===== config.mk =====
export PLATFORM = sky130hd
export DESIGN_NAME = fifo_read_ctrl
export DESIGN_NICKNAME = d
export VERILOG_FILES = /design/src/rtl/fifo_read_ctrl.sv
export SDC_FILE = /design/constraint.sdc
export NUM_CORES = 1
export LEC_CHECK = 0
export CAP_MARGIN = 20
export CORE_MARGIN = 5
export CORE_UTILIZATION = 43
export CTS_CLUSTER_DIAMETER = 30
export CTS_CLUSTER_SIZE = 28
export DETAILED_ROUTE_END_ITERATION = 8
export GPL_TIMING_DRIVEN = 1
export HOLD_SLACK_MARGIN = 0.05
export PLACE_DENSITY = 0.8
export SETUP_SLACK_MARGIN = 0.02
export SYNTH_ARGS = -nofsm -noshare
export SYNTH_HDL_FRONTEND = slang
export SYNTH_SLANG_ARGS = --single-unit

===== constraint.sdc =====
create_clock -name rclk -period 3.4 [get_ports rclk]
set_input_delay 0.34 -clock rclk [delete_from_list [all_inputs] [get_ports rclk]]
set_output_delay 0.34 -clock rclk [all_outputs]
set_load 0.01 [all_outputs]

===== src/rtl/fifo_read_ctrl.sv =====
// fifo_read_ctrl: read-side pointer, empty/level tracking and registered output stage of a dual-clock FIFO.
module fifo_read_ctrl #(
  parameter int DATA_SIZE = 8,
  parameter int ADDR_SIZE = 4
) (
  input  logic                 rclk,
  input  logic                 rrst,
  input  logic [ADDR_SIZE:0]   rq2_wptr,
  input  logic [DATA_SIZE-1:0] rdata,
  output logic [ADDR_SIZE-1:0] raddr,
  output logic [ADDR_SIZE:0]   rptr,
  output logic                 rempty,
  output logic [DATA_SIZE-1:0] dout,
  output logic                 dout_valid,
  input  logic                 dout_ready,
  output logic [ADDR_SIZE:0]   rlevel
);
  logic [ADDR_SIZE:0] rbin, rbinnext, rgraynext, wbin;
  logic pop;
  assign raddr = rbin[ADDR_SIZE-1:0];
  assign pop = !rempty && (!dout_valid || dout_ready);
  assign rbinnext = rbin + (ADDR_SIZE+1)'(pop);
  assign rgraynext = (rbinnext >> 1) ^ rbinnext;
  // each binary bit is the XOR of all Gray bits at or above it
  always_comb begin
    wbin = '0;
    for (int i = 0; i <= ADDR_SIZE; i++) wbin[i] = ^(rq2_wptr >> i);
  end
  always_ff @(posedge rclk) begin
    if (rrst) begin
      rbin <= '0;
      rptr <= '0;
      rempty <= 1'b1;
      dout <= '0;
      dout_valid <= 1'b0;
      rlevel <= '0;
    end else begin
      rbin <= rbinnext;
      rptr <= rgraynext;
      rempty <= (rgraynext == rq2_wptr);
      rlevel <= wbin - rbinnext;
      if (pop) begin
        dout <= rdata;
        dout_valid <= 1'b1;
      end else if (dout_ready) dout_valid <= 1'b0;
    end
  end
endmodule

# Word-level counts from Yosys, hierarchy flattened
# Cells that the tools add are included.
[totals] regBits=25 latchBits=0 ram_bits=0 rom_bits=0 inputBits=16 output_inout_bits=24 mem_count=0
[classes] addsub=2 n_mul=0 div_mod_pow=0 n_lt_le_gt_ge=0 n_eq_ne=1 n_shift=0 n_mux=2 n_bitwise=1 n_reduce_logical=10
[op_table] op="$reduce_xor A5 Y1" n=5
[op_table] op="$add A5 B1 Y5" n=1
[op_table] op="$eq A5 B5 Y1" n=1
[op_table] op="$sub A5 B5 Y5" n=1
[op_table] op="$xor A4 B5 Y5" n=1
[op_table] op="$logic_not A1 Y1" n=2
[op_table] op="$mux W1" n=2
[op_table] op="$reduce_bool A2 Y1" n=1
[op_table] op="$logic_and A1 B1 Y1" n=1
[op_table] op="$logic_or A1 B1 Y1" n=1

# Depth between registers and ports, before layout
[logic_depth] ltp_word=6 depth_mapped=11 depth_no_buf=11

# Worst setup path after synthesis
# Ideal clock, no wire load.
[synth_path] path_type="input-to-reg" start="input port rq2_wptr[3]" end="register rlevel[4]" setup_time_ns=0.128 arrival_time_ns=2.615 setup_slack_ns=0.657 cell_stages=11 path_buffers=0 cell_sequence="xor2_1 xor2_1 xor2_1 xnor2_1 ha_1 inv_1 fa_1 a21o_1 maj3_1 xnor2_1 nor2_1"
[synth_via] elab_chain_len=2 word_cells_on_any_way=5 cone_classes="1 x add/sub; 4 x reduce/logical"
[synth_rtl] element="start, declared" line_no="8" text="input logic [ADDR_SIZE:0] rq2_wptr,"
[synth_rtl] element="$reduce_xor A5 Y1" line_no="27" text="for (int i = 0; i <= ADDR_SIZE; i++) wbin[i] = ^(rq2_wptr >> i);"
[synth_rtl] element="$sub A5 B5 Y5 *" line_no="41" text="rlevel <= wbin - rbinnext;"
[synth_rtl] element="end signal, assigned" line_no="41"
[synth_rtl] element="end, declared" line_no="16" text="output logic [ADDR_SIZE:0] rlevel"
# Every way passes the cells marked *; elsewhere a longest branch is shown, timed or not.
# A chain may end at the register's enable or synchronous reset.

# Worst setup path after layout
# Ends and elaborated chain as after synthesis.

==> report_table.html <==
<table>
<tr><th>Metric</th><th>Value</th></tr>
<tr><th colspan="2">Run status</th></tr>
<tr><td>Run status</td><td>finished, final reports clean</td></tr>
<tr><th colspan="2">Power and ir drop</th></tr>
<tr><td>Proportion of power drawn by flip-flops and latches</td><td>between 40 and 50%</td></tr>
<tr><td>Fraction of power spent switching nets</td><td>28.0%</td></tr>
<tr><td>Clock network power share</td><td>18.2%</td></tr>
<tr><td>Switching pwr</td><td>0.000185 W</td></tr>
<tr><td>Part of the power in combinational logic</td><td>33.2%</td></tr>
<tr><td>Static Leakage</td><td>0.608 nW</td></tr>
<tr><td>Design internal power</td><td>0.000475 W</td></tr>
<tr><td>Total power per unit cell area</td><td>431 nW/um^2</td></tr>
<tr><td>Total power consumption of the routed design</td><td>around 0.00066 W</td></tr>
<tr><td>Maximum vdd ir drop</td><td>0.000272 V</td></tr>
<tr><th colspan="2">Timing</th></tr>
<tr><td>Setup repair after global routing missed its margin</td><td>false</td></tr>
<tr><td>Max Slew Vio Count</td><td>0</td></tr>
<tr><td>Number of hold violations in the final report</td><td>0</td></tr>
<tr><td>Portion of the clock cycle consumed by the worst path in the final layout</td><td>90.4%</td></tr>
<tr><td>Final setup viols</td><td>0</td></tr>
<tr><td>Transition time at the pin with the least slew margin</td><td>811 ps</td></tr>
<tr><td>Slack of the critical path</td><td>328 ps</td></tr>
<tr><td>Worst slew margin</td><td>45.8%</td></tr>
<tr><td>Setup clock skew after layout</td><td>9.81 ps</td></tr>
<tr><td>Post-route minimum period</td><td>3070 ps</td></tr>
<tr><td>Fmax</td><td>around 330 MHz</td></tr>
<tr><td>Setup tns final</td><td>0 ps</td></tr>
<tr><th colspan="2">Layout</th></tr>
<tr><td>Share of layout cells above drive strength 1</td><td>5.41%</td></tr>
<tr><td>Number of nets in the layout</td><td>172</td></tr>
<tr><td>Synth-to-Final Area Change</td><td>42.0%</td></tr>
<tr><td>Count of antenna diodes in the layout</td><td>0</td></tr>
<tr><td>Final core utilization</td><td>roughly 63%</td></tr>
<tr><td>Area taken by flip-flops and latches</td><td>between 400 and 500 sq um</td></tr>
<tr><td>Layout filler cell count</td><td>209</td></tr>
<tr><td>Area used by multi-input combinational logic</td><td>about 580 sq um</td></tr>
<tr><th colspan="2">Placement</th></tr>
<tr><td>Detailed placement HPWL</td><td>1.89 mm</td></tr>
<tr><td>Global placement routability congestion</td><td>0.738</td></tr>
<tr><td>Pre-CTS setup slack</td><td>-2.01 ps</td></tr>
<tr><td>Number of input and output port buffers inserted</td><td>39</td></tr>
<tr><th colspan="2">Floorplanning</th></tr>
<tr><td>Effective utilization at floorplan</td><td>~44%</td></tr>
<tr><td>Die Ht</td><td>60.1 um</td></tr>
<tr><td>Row cnt</td><td>18</td></tr>
<tr><td>Area of the die</td><td>3610 sq um</td></tr>
<tr><td>Chip width</td><td>60.1 um</td></tr>
<tr><td>Boundary Pins</td><td>40</td></tr>
<tr><td>Area of the core region</td><td>roughly 2400 sq um</td></tr>
<tr><th colspan="2">CTS</th></tr>
<tr><td>CTS H-tree lvls</td><td>1</td></tr>
<tr><td>Number of cells upsized or downsized after cts</td><td>0</td></tr>
<tr><td>Clock tree from TritonCTS</td><td>done</td></tr>
<tr><td>Clk Latency, worst-skew pair</td><td>320 ps</td></tr>
<tr><td>Clk Tree Root Cell</td><td>sky130_fd_sc_hd__clkbuf_4</td></tr>
<tr><td>Clock slew at the register clock pins of the worst setup and hold paths</td><td>120 ps</td></tr>
<tr><td>Max Buffers Root-to-Sink</td><td>2</td></tr>
<tr><td>Post-CTS setup buffers</td><td>0</td></tr>
<tr><td>TritonCTS Sinks</td><td>24</td></tr>
<tr><td>Hold buffer count at CTS</td><td>0</td></tr>
<tr><td>Number of buffers created by CTS</td><td>3</td></tr>
<tr><th colspan="2">Routing</th></tr>
<tr><td>Routed via count</td><td>849</td></tr>
<tr><td>Detailed-router iteration count before antenna repair</td><td>4</td></tr>
<tr><td>Drt total wl</td><td>roughly 2.4 mm</td></tr>
<tr><td>Antenna Nets Post-Route</td><td>0</td></tr>
<tr><td>First-iteration detailed-routing DRC count</td><td>13</td></tr>
<tr><td>Drc violations</td><td>0</td></tr>
<tr><td>Highest metal layer with signal wires</td><td>met4</td></tr>
<tr><td>Sum of met3 wire segment lengths after detailed routing</td><td>around 200 um</td></tr>
<tr><td>Met1 routed wirelength after detailed routing</td><td>a little over 1 mm</td></tr>
<tr><td>Detail Route met2 WL</td><td>1.11 mm</td></tr>
<tr><td>Routed wire length per instance</td><td>about 13 um</td></tr>
<tr><td>Ratio of routed vias to standard cells</td><td>4.77</td></tr>
<tr><th colspan="2">Critical path</th></tr>
<tr><td>Startpoint types</td><td>input pin</td></tr>
<tr><td>Type of destination of the critical path</td><td>flip-flop</td></tr>
<tr><td>Kind of critical path</td><td>input pin to flip-flop</td></tr>
<tr><td>Required @ worst endpoint</td><td>around 3600 ps</td></tr>
<tr><td>Worst-path maximum fanout</td><td>3</td></tr>
<tr><td>Data arrival time of the critical path</td><td>3270 ps</td></tr>
<tr><td>R2R depth</td><td>10</td></tr>
<tr><th colspan="2">Logic synthesis</th></tr>
<tr><td>Synthesis-stage register bit count</td><td>24</td></tr>
<tr><td>Largest cells by area after synthesis</td><td>sky130_fd_sc_hd__dfxtp_1 45%, sky130_fd_sc_hd__xnor2_1 8.9%, sky130_fd_sc_hd__mux2i_1 7.4%</td></tr>
<tr><td>Fraction of synthesis flops using an asynchronous set or reset pin</td><td>0%</td></tr>
<tr><td>Syn_nets</td><td>129</td></tr>
<tr><td>Synth top area share</td><td>44.5%</td></tr>
<tr><td>Number of warnings printed during yosys synthesis</td><td>0</td></tr>
<tr><td>Synth unique cells</td><td>26</td></tr>
<tr><td>Count of mapped cells out of synthesis</td><td>107</td></tr>
<tr><td>Share of the yosys chip area belonging to registers</td><td>around 45%</td></tr>
<tr><td>Library cell occupying the most area in the post-synthesis netlist</td><td>sky130_fd_sc_hd__dfxtp_1</td></tr>
<tr><td>Most used flip-flop cell after synthesis</td><td>sky130_fd_sc_hd__dfxtp_1</td></tr>
<tr><td>Average footprint of a synthesized cell</td><td>10.1 sq um</td></tr>
<tr><td>Post-synthesis instance area</td><td>1080 sq um</td></tr>
<tr><td>Number of flops mapped to enable cells by yosys</td><td>0</td></tr>
<tr><th colspan="2">Min path</th></tr>
<tr><td>Worst Hold Class</td><td>flip-flop to flip-flop</td></tr>
<tr><td>Number of stages on the worst hold path</td><td>1</td></tr>
<tr><th colspan="2">Global route</th></tr>
<tr><td>All-layer global routing usage</td><td>15.1%</td></tr>
<tr><td>Aggregate global routing overflow</td><td>0</td></tr>
<tr><td>Via count of the first global-routing pass</td><td>932</td></tr>
<tr><td>Global-route wire length before repair</td><td>4.05 mm</td></tr>
<tr><td>Initial antenna violation count</td><td>0</td></tr>
<tr><td>Pin count of the biggest net entering global routing</td><td>25</td></tr>
<tr><th colspan="2">Run</th></tr>
<tr><td>Max Cap Viol</td><td>0</td></tr>
</table>
## metrics by stage
step / hold WS [ps] / cell area [sq um] / cells
final: 468 / 1530 / 178
after floorplan: 412 / 1080 / 107
after CTS: 466 / 1530 / 178
after global routing: 507 / 1530 / 178
after detailed placement: 448 / 1510 / 175
after global placement: 449 / 1510 / 175
## area by class of cell
type / count / share of cell area (%)
Multi-Input combinational cell: 78 / 37.7
Timing Repair Buffer: 41 / 26.5
Clock buffer: 3 / 1.47
Inverter: 2 / 0.490
Tap cell: 30 / 2.45
Sequential cell: 24 / 31.4
## cells in the final DEF (no fill, tap or decap), types with 3 or more instances in the layout
master                            synthesis  final
sky130_fd_sc_hd__nor2b_1                  3      3
sky130_fd_sc_hd__xor2_1                   9      9
sky130_fd_sc_hd__nand2_1                  3      3
sky130_fd_sc_hd__clkbuf_4                 0      3
sky130_fd_sc_hd__xnor2_1                 11     11
sky130_fd_sc_hd__dfxtp_1                 24     24
sky130_fd_sc_hd__nor2_1                  20     20
sky130_fd_sc_hd__ha_1                     5      5
sky130_fd_sc_hd__mux2i_1                  8      8
sky130_fd_sc_hd__nand3_1                  3      3
sky130_fd_sc_hd__clkdlybuf4s50_1          0     39
## Yosys cell counts, types with 2 or more instances
cell type	number
sky130_fd_sc_hd__a21o_1	2
sky130_fd_sc_hd__a21oi_1	2
sky130_fd_sc_hd__clkbuf_1	2
sky130_fd_sc_hd__dfxtp_1	24
sky130_fd_sc_hd__ha_1	5
sky130_fd_sc_hd__inv_1	2
sky130_fd_sc_hd__mux2i_1	8
sky130_fd_sc_hd__nand2_1	3
sky130_fd_sc_hd__nand3_1	3
sky130_fd_sc_hd__nor2_1	20
sky130_fd_sc_hd__nor2b_1	3
sky130_fd_sc_hd__xnor2_1	11
sky130_fd_sc_hd__xor2_1	9
## critical path: stages
cell and delay, ps:
sky130_fd_sc_hd__clkdlybuf4s50_1 520, sky130_fd_sc_hd__xor2_1 360, sky130_fd_sc_hd__xor2_1 250, sky130_fd_sc_hd__xor2_1 270, sky130_fd_sc_hd__xnor2_1 160, sky130_fd_sc_hd__ha_1 160
sky130_fd_sc_hd__inv_1 50, sky130_fd_sc_hd__fa_1 410, sky130_fd_sc_hd__a21o_1 200, sky130_fd_sc_hd__maj3_1 360, sky130_fd_sc_hd__xnor2_1 140, sky130_fd_sc_hd__nor2_1 50
## path summary, 6_finish.rpt
check / from / slack [ps] / endpoint
worst max-delay path: rq2_wptr[3] / 330 / rlevel[4]
worst min-delay path: rempty / 470 / dout_valid
worst max register to register: dout_valid / 770 / rlevel[4]
worst min register to register: rempty / 470 / dout_valid
## per-layer routing
metal / GRT usage [%] / vias up
met3: 3.89 / 5
met1: 17.0 / 375
li1: - / 437
met2: 26.5 / 32
met4: 6.65 / 0
met5: 0 / -
## sequential cells by signal, indices dropped and copies added (netlist names)
signal      count
dout            8
rlevel          5
rptr            5
rbin            4
dout_valid      1
rempty          1
## kinds of logic (layout without fill, tap and decap cells)
family / Yosys count / count (layout) / share of synthesized area [%]
AND/OR/NAND/NOR: 34 / 34 / 14.4
flip-flops: 24 / 24 / 44.5
XOR/XNOR: 21 / 21 / 17.8
AO/OA/AOI/OAI: 8 / 8 / 5.45
multiplexers: 8 / 8 / 7.42
adder cells (fa/ha/maj): 7 / 7 / 8.58
buffers and inverters: 5 / 46 / 1.86
## power by group through the flow
stage	Sequential, W	Combinational, W	Clock [W]
2_1_floorplan	0.000342	0.000102	0
3_3_place_gp	0.000327	0.000215	0
3_5_place_dp	0.000328	0.000219	0
4_1_cts	0.000322	0.000222	0.000128
5_1_grt	0.000326	0.000240	0.000140
6_report	0.000321	0.000219	0.000120
(Power assumes the default switching activity.)
